File: config.mk
export PLATFORM = sky130hd
export DESIGN_NAME = alu_pwr_seq
export DESIGN_NICKNAME = d
export VERILOG_FILES = /design/src/rtl/alu_pwr_seq.sv
export SDC_FILE = /design/constraint.sdc
export NUM_CORES = 1
export LEC_CHECK = 0
export CELL_PAD_IN_SITES_DETAIL_PLACEMENT = 1
export CELL_PAD_IN_SITES_GLOBAL_PLACEMENT = 2
export CORE_ASPECT_RATIO = 1.25
export CORE_MARGIN = 2
export CORE_UTILIZATION = 29
export DETAILED_ROUTE_END_ITERATION = 6
export HOLD_SLACK_MARGIN = 0.06
export PLACE_DENSITY = 0.78
export SYNTH_ARGS = -nofsm -noshare
export SYNTH_HDL_FRONTEND = slang
export SYNTH_SLANG_ARGS = --single-unit
File: constraint.sdc
create_clock -name clk -period 1.67 [get_ports clk]
set_input_delay 0.334 -clock clk [delete_from_list [all_inputs] [get_ports clk]]
set_output_delay 0.334 -clock clk [all_outputs]
set_load 0.02 [all_outputs]
File: src/rtl/alu_pwr_seq.sv
// Power-sequencing controller for the switchable ALU domain: orders drain,
// isolate and power-cut on the way down and power, reset release and de-isolate on the way up.
module alu_pwr_seq #(
  parameter int unsigned ISO_SETUP  = 2,
  parameter int unsigned PWR_SETTLE = 8,
  parameter int unsigned RST_HOLD   = 2,
  parameter int unsigned DRAIN_MAX  = 64
) (
  input  logic       clk,
  input  logic       rst_n,
  input  logic       pu_req,
  input  logic       pd_req,
  input  logic       alu_busy,
  output logic       alu_pwr_en,
  output logic       iso_en,
  output logic       alu_rst_n,
  output logic       pwr_ready,
  output logic       pwr_off,
  output logic       pd_err,
  output logic [2:0] state_o
);

  typedef enum logic [2:0] {
    ST_OFF     = 3'd0,
    ST_PWRUP   = 3'd1,
    ST_UNRST   = 3'd2,
    ST_ON      = 3'd3,
    ST_DRAIN   = 3'd4,
    ST_ISOLATE = 3'd5
  } state_e;

  // A timed state exits on the cycle its counter reaches the last count.
  localparam logic [7:0] ISO_LAST   = 8'(ISO_SETUP - 1);
  localparam logic [7:0] SETTLE_LAST = 8'(PWR_SETTLE - 1);
  localparam logic [7:0] HOLD_LAST  = 8'(RST_HOLD - 1);
  localparam logic [7:0] DRAIN_LAST = 8'(DRAIN_MAX - 1);

  state_e     state_q, state_d;
  logic [7:0] cnt_q, cnt_d;
  logic       pd_err_d;
  logic       pwr_en_q, iso_q, dom_rst_n_q, ready_q, off_q, pd_err_q;

  always_comb begin
    // NOTE: every signal gets a default before the case so no path leaves one unassigned (no latches).
    state_d  = state_q;
    cnt_d    = '0;
    pd_err_d = 1'b0;
    unique case (state_q)
      ST_OFF: begin
        if (pu_req) state_d = ST_PWRUP;
      end
      ST_PWRUP: begin
        if (cnt_q == SETTLE_LAST) state_d = ST_UNRST;
        else                      cnt_d   = cnt_q + 8'd1;
      end
      ST_UNRST: begin
        if (cnt_q == HOLD_LAST) state_d = ST_ON;
        else                    cnt_d   = cnt_q + 8'd1;
      end
      ST_ON: begin
        if (pd_req && !pu_req) state_d = ST_DRAIN;
      end
      ST_DRAIN: begin
        if (pu_req) begin
          state_d = ST_ON;
        end else if (!alu_busy) begin
          state_d = ST_ISOLATE;
        end else if (cnt_q == DRAIN_LAST) begin
          state_d  = ST_ON;
          pd_err_d = 1'b1;
        end else begin
          cnt_d = cnt_q + 8'd1;
        end
      end
      ST_ISOLATE: begin
        // Power was never removed, so an abort goes straight back to ON.
        if (pu_req)                  state_d = ST_ON;
        else if (cnt_q == ISO_LAST)  state_d = ST_OFF;
        else                         cnt_d   = cnt_q + 8'd1;
      end
      default: state_d = ST_OFF;
    endcase
  end

  // Outputs decode the next state so they change on the same edge as the state.
  always_ff @(posedge clk or negedge rst_n) begin
    if (!rst_n) begin
      // NOTE: async reset forces the domain off at once; isolation rises as power drops.
      state_q     <= ST_OFF;
      cnt_q       <= '0;
      pwr_en_q    <= 1'b0;
      iso_q       <= 1'b1;
      dom_rst_n_q <= 1'b0;
      ready_q     <= 1'b0;
      off_q       <= 1'b1;
      pd_err_q    <= 1'b0;
    end else begin
      // NOTE: non-blocking assignments so every register samples pre-edge values.
      state_q     <= state_d;
      cnt_q       <= cnt_d;
      pwr_en_q    <= (state_d != ST_OFF);
      iso_q       <= !((state_d == ST_ON) || (state_d == ST_DRAIN));
      dom_rst_n_q <= !((state_d == ST_OFF) || (state_d == ST_PWRUP));
      ready_q     <= (state_d == ST_ON);
      off_q       <= (state_d == ST_OFF);
      pd_err_q    <= pd_err_d;
    end
  end

  assign alu_pwr_en = pwr_en_q;
  assign iso_en     = iso_q;
  assign alu_rst_n  = dom_rst_n_q;
  assign pwr_ready  = ready_q;
  assign pwr_off    = off_q;
  assign pd_err     = pd_err_q;
  assign state_o    = state_q;

endmodule

==> metrics.md <==
| Metric | Value |
|---|---|
| Clock Sinks | `17` |
| Filler Cell Count | `353` |
| I/O pin count | `14` |
| WL per Instance | `14.3 um` |
| Place WS | `-201 ps` |
| Initial Util | `30.5%` |
| Final nets | `138` |
| Crit. End Element | `register` |
| Arrival @ worst endpoint | `2040 ps` |
| Critical path startpoint category | `register` |
| Max_cap viols | `0` |
| Clock slew at reported path FFs | `100 ps` |
| Die area | `0.00359 mm^2` |
| Failing checks | `negative setup slack` |
| H-tree levels | `1` |
| Max Slew Vio Count | `0` |
| Final period utilization | `108%` |
| Antenna violations before repair | `0` |
| Worst-Skew Late Latency | `300 ps` |
| Via density | `4.81` |
| Total Power | `2.01 mW` |
| CTS max path bufs | `2` |
| Remaining antenna violation count | `0` |
| Sequential fraction of the synthesis area | `47.2%` |
| Clock period minus final worst setup slack | `1800 ps` |
| P&R area growth vs syn | `47.6%` |
| Slew HR | `77.8%` |
| LEAKAGE | `0.602 nW` |
| N_diodes | `0` |
| Core Footprint | `0.00297 mm^2` |
| Synthesized area | `907 um^2` |
| Setup WS post-layout | `-131 ps` |
| Final Instance Area | `0.00134 mm^2` |
| Final setup fails | `10` |
| Root Driver | `clkbuf_4` |
| Total GRT Usage | `15.4%` |
| Ys Warns | `0` |
| Placed wire-length estimate | `1.83 mm` |
| Drt drc | `0` |
| First-pass GRT wire length | `3.91 mm` |
| CTS tree | `built` |
| Net Count, Synth | `95` |
| I/O Buffers | `13` |
| Mapped Cells | `88` |
| Total wire length | `2.37 mm` |
| CP max FO | `4` |
| Pwr/cell area | `1500 mW/mm^2` |
| WP data required | `1910 ps` |
| Die Y | `66.5 um` |
| FP Rows | `22` |
| Largest stage delay, worst path | `420 ps` |
| CTS buffer count | `3` |
| Synthesized area per cell | `10.3 um^2` |
| Unrepaired setup endpoints after global routing | `yes` |
| Worst-Margin Slew | `334 ps` |
| Vias | `798` |
| Vias in the first global route | `867` |
| Critical-path cell list | `ha_2 -> and4bb_2 -> nand2_1 -> a22oi_2 -> a211oi_4 -> mux2_4` |
| Die width | `54.0 um` |
| Distinct cells, synth | `32` |
| Final hold vios | `0` |
| Layout cells sized above 1 | `44.6%` |
| Type of the worst min-delay path | `primary input to asynchronous set/reset pin` |
| Largest net degree at the start of global routing | `18` |
| Max VDD drop | `0.689 mV` |
| Placed instance area | `0.00127 mm^2` |
| Initial DRT Pass Iterations | `4` |
| DRT iter0 DRCs | `12` |
| CP max-delay cell | `dfrtp_1` |
| Placer Congestion | `0.740` |
| GR Overflow Total | `0` |
| Max Freq | `555 MHz` |
| Worst Skew | `4.91 ps` |
| #FFs+latches synth | `17` |
| CP Class | `register to register` |
| Status | `complete, but fails checks` |
==> cell usage in the layout, fill, tap and decap left out, drive strengths merged, types with 3 or more instances in the layout <==
cell type,instances
clkdlybuf4s50,8
buf,27
inv,5
dlygate4sd2,5
clkbuf,3
and3,3
a21oi,4
nand3,6
dfrtp,15
nor2,12
nand2,7
xnor2,3
xor2,4
nor3,4
==> metal layers <==
layer	share of wire (%)	vias up	GRT usage [%]	wire length [um]
met5	0	-	0	0
met2	54	13	27.6	1270
li1	-	387	-	-
met3	1.8	5	1.35	42
met4	2.7	0	8.44	63
met1	42	393	17.2	990
==> worst max-delay path, delay by kind of cell, from the launching register on <==
kind / cells / cell delay [ps]
adder cells (fa/ha/maj): 1 / 180
multiplexers: 1 / 330
AND/OR/NAND/NOR: 2 / 410
flip-flops: 1 / 420
AO/OA/AOI/OAI: 2 / 400
==> flip-flops by register name, indices dropped and copies added, names as in the netlist <==
| register | flops |
|---|---|
| cnt_q | 8 |
| state_o | 3 |
| alu_pwr_en | 1 |
| pd_err | 1 |
| pwr_ready | 1 |
| iso_en | 1 |
| pwr_off | 1 |
| alu_rst_n | 1 |
==> cell type report <==
class	count	area, um^2	area share [%]
clock buffers	3	22.5	1.68
clock inverters	1	5.00	0.374
inverters	5	18.8	1.40
multi-input cells	64	492	36.7
flip-flops and latches	17	429	32.1
well taps	36	45.0	3.36
repair buffers	40	327	24.4
==> through the flow <==
step | util, % | cells | setup TNS [ps] | hold slack, ps
6_report | 45.0 | 166 | -805 | 340
3_5_place_dp | 42.9 | 161 | -1550 | 581
3_3_place_gp | 42.9 | 161 | -919 | 542
5_1_grt | 45.0 | 166 | -2050 | 353
4_1_cts | 44.3 | 166 | -871 | 341
2_1_floorplan | - | 88 | -72.5 | 38.4
==> Yosys cell counts (all sizes together) <==
master	n	area share [%]
a211o	1	1.1
a211oi	2	3.6
a21oi	4	2.2
a221oi	1	1.7
a22oi	1	1.4
a311oi	1	0.97
a31oi	1	0.69
a32o	1	1.1
and2b	1	0.83
and3	3	2.3
and4b	1	1.5
and4bb	1	1.4
buf	1	0.55
clkbuf	1	0.41
dfrtp	15	41
dfstp	2	5.8
ha	2	2.8
inv	5	2.1
mux2	1	1.7
nand2	7	2.9
nand2b	2	1.4
nand3	6	3.3
nand3b	1	0.83
nor2	12	5.0
nor2b	2	1.4
nor3	4	3.4
o21a	2	1.7
xnor2	3	2.9
xor2	4	3.9
==> report_power, final <==
| part | internal [mW] | switching (mW) | total [mW] |
|---|---|---|---|
| logic | 0.577 | 0.582 | 1.16 |
| registers | 0.528 | 0.0990 | 0.627 |
| clock network | 0.0893 | 0.137 | 0.226 |
==> what timing repair did <==
item | in CTS | in global routing
pin swaps | 8 | 0
setup endpoints to repair | 16 | 16
setup buffers | 2 | 0
hold buffers | 0 | 0
gates resized for setup | 10 | 6
==> final timing paths <==
| check | startpoint | endpoint | slack (ps) | depth (start not counted) |
|---|---|---|---|---|
| max | cnt_q[0] | iso_en | -130 | 6 |
| min | rst_n | pwr_ready | 340 | 2 |
| max reg2reg | cnt_q[0] | iso_en | -130 | 6 |
| min reg2reg | cnt_q[0] | cnt_q[0] | 580 | 2 |
| max in group asynchronous | rst_n | iso_en | 1080 | 2 |
| min in group clk | cnt_q[0] | cnt_q[0] | 580 | 2 |
==> cells by family (layout without fill, tap and decap cells) <==
| logic type | Yosys count | count (layout) | synth area share (%) |
|---|---|---|---|
| compound gates | 14 | 14 | 14.3 |
| flops | 17 | 17 | 47.2 |
| buf+inv | 7 | 49 | 3.03 |
| mux | 1 | 1 | 1.65 |
| fa+ha+maj | 2 | 2 | 2.76 |
| simple gates | 40 | 40 | 24.3 |
| xor+xnor | 7 | 7 | 6.76 |
Note: power is estimated with default switching activity, not from simulation.
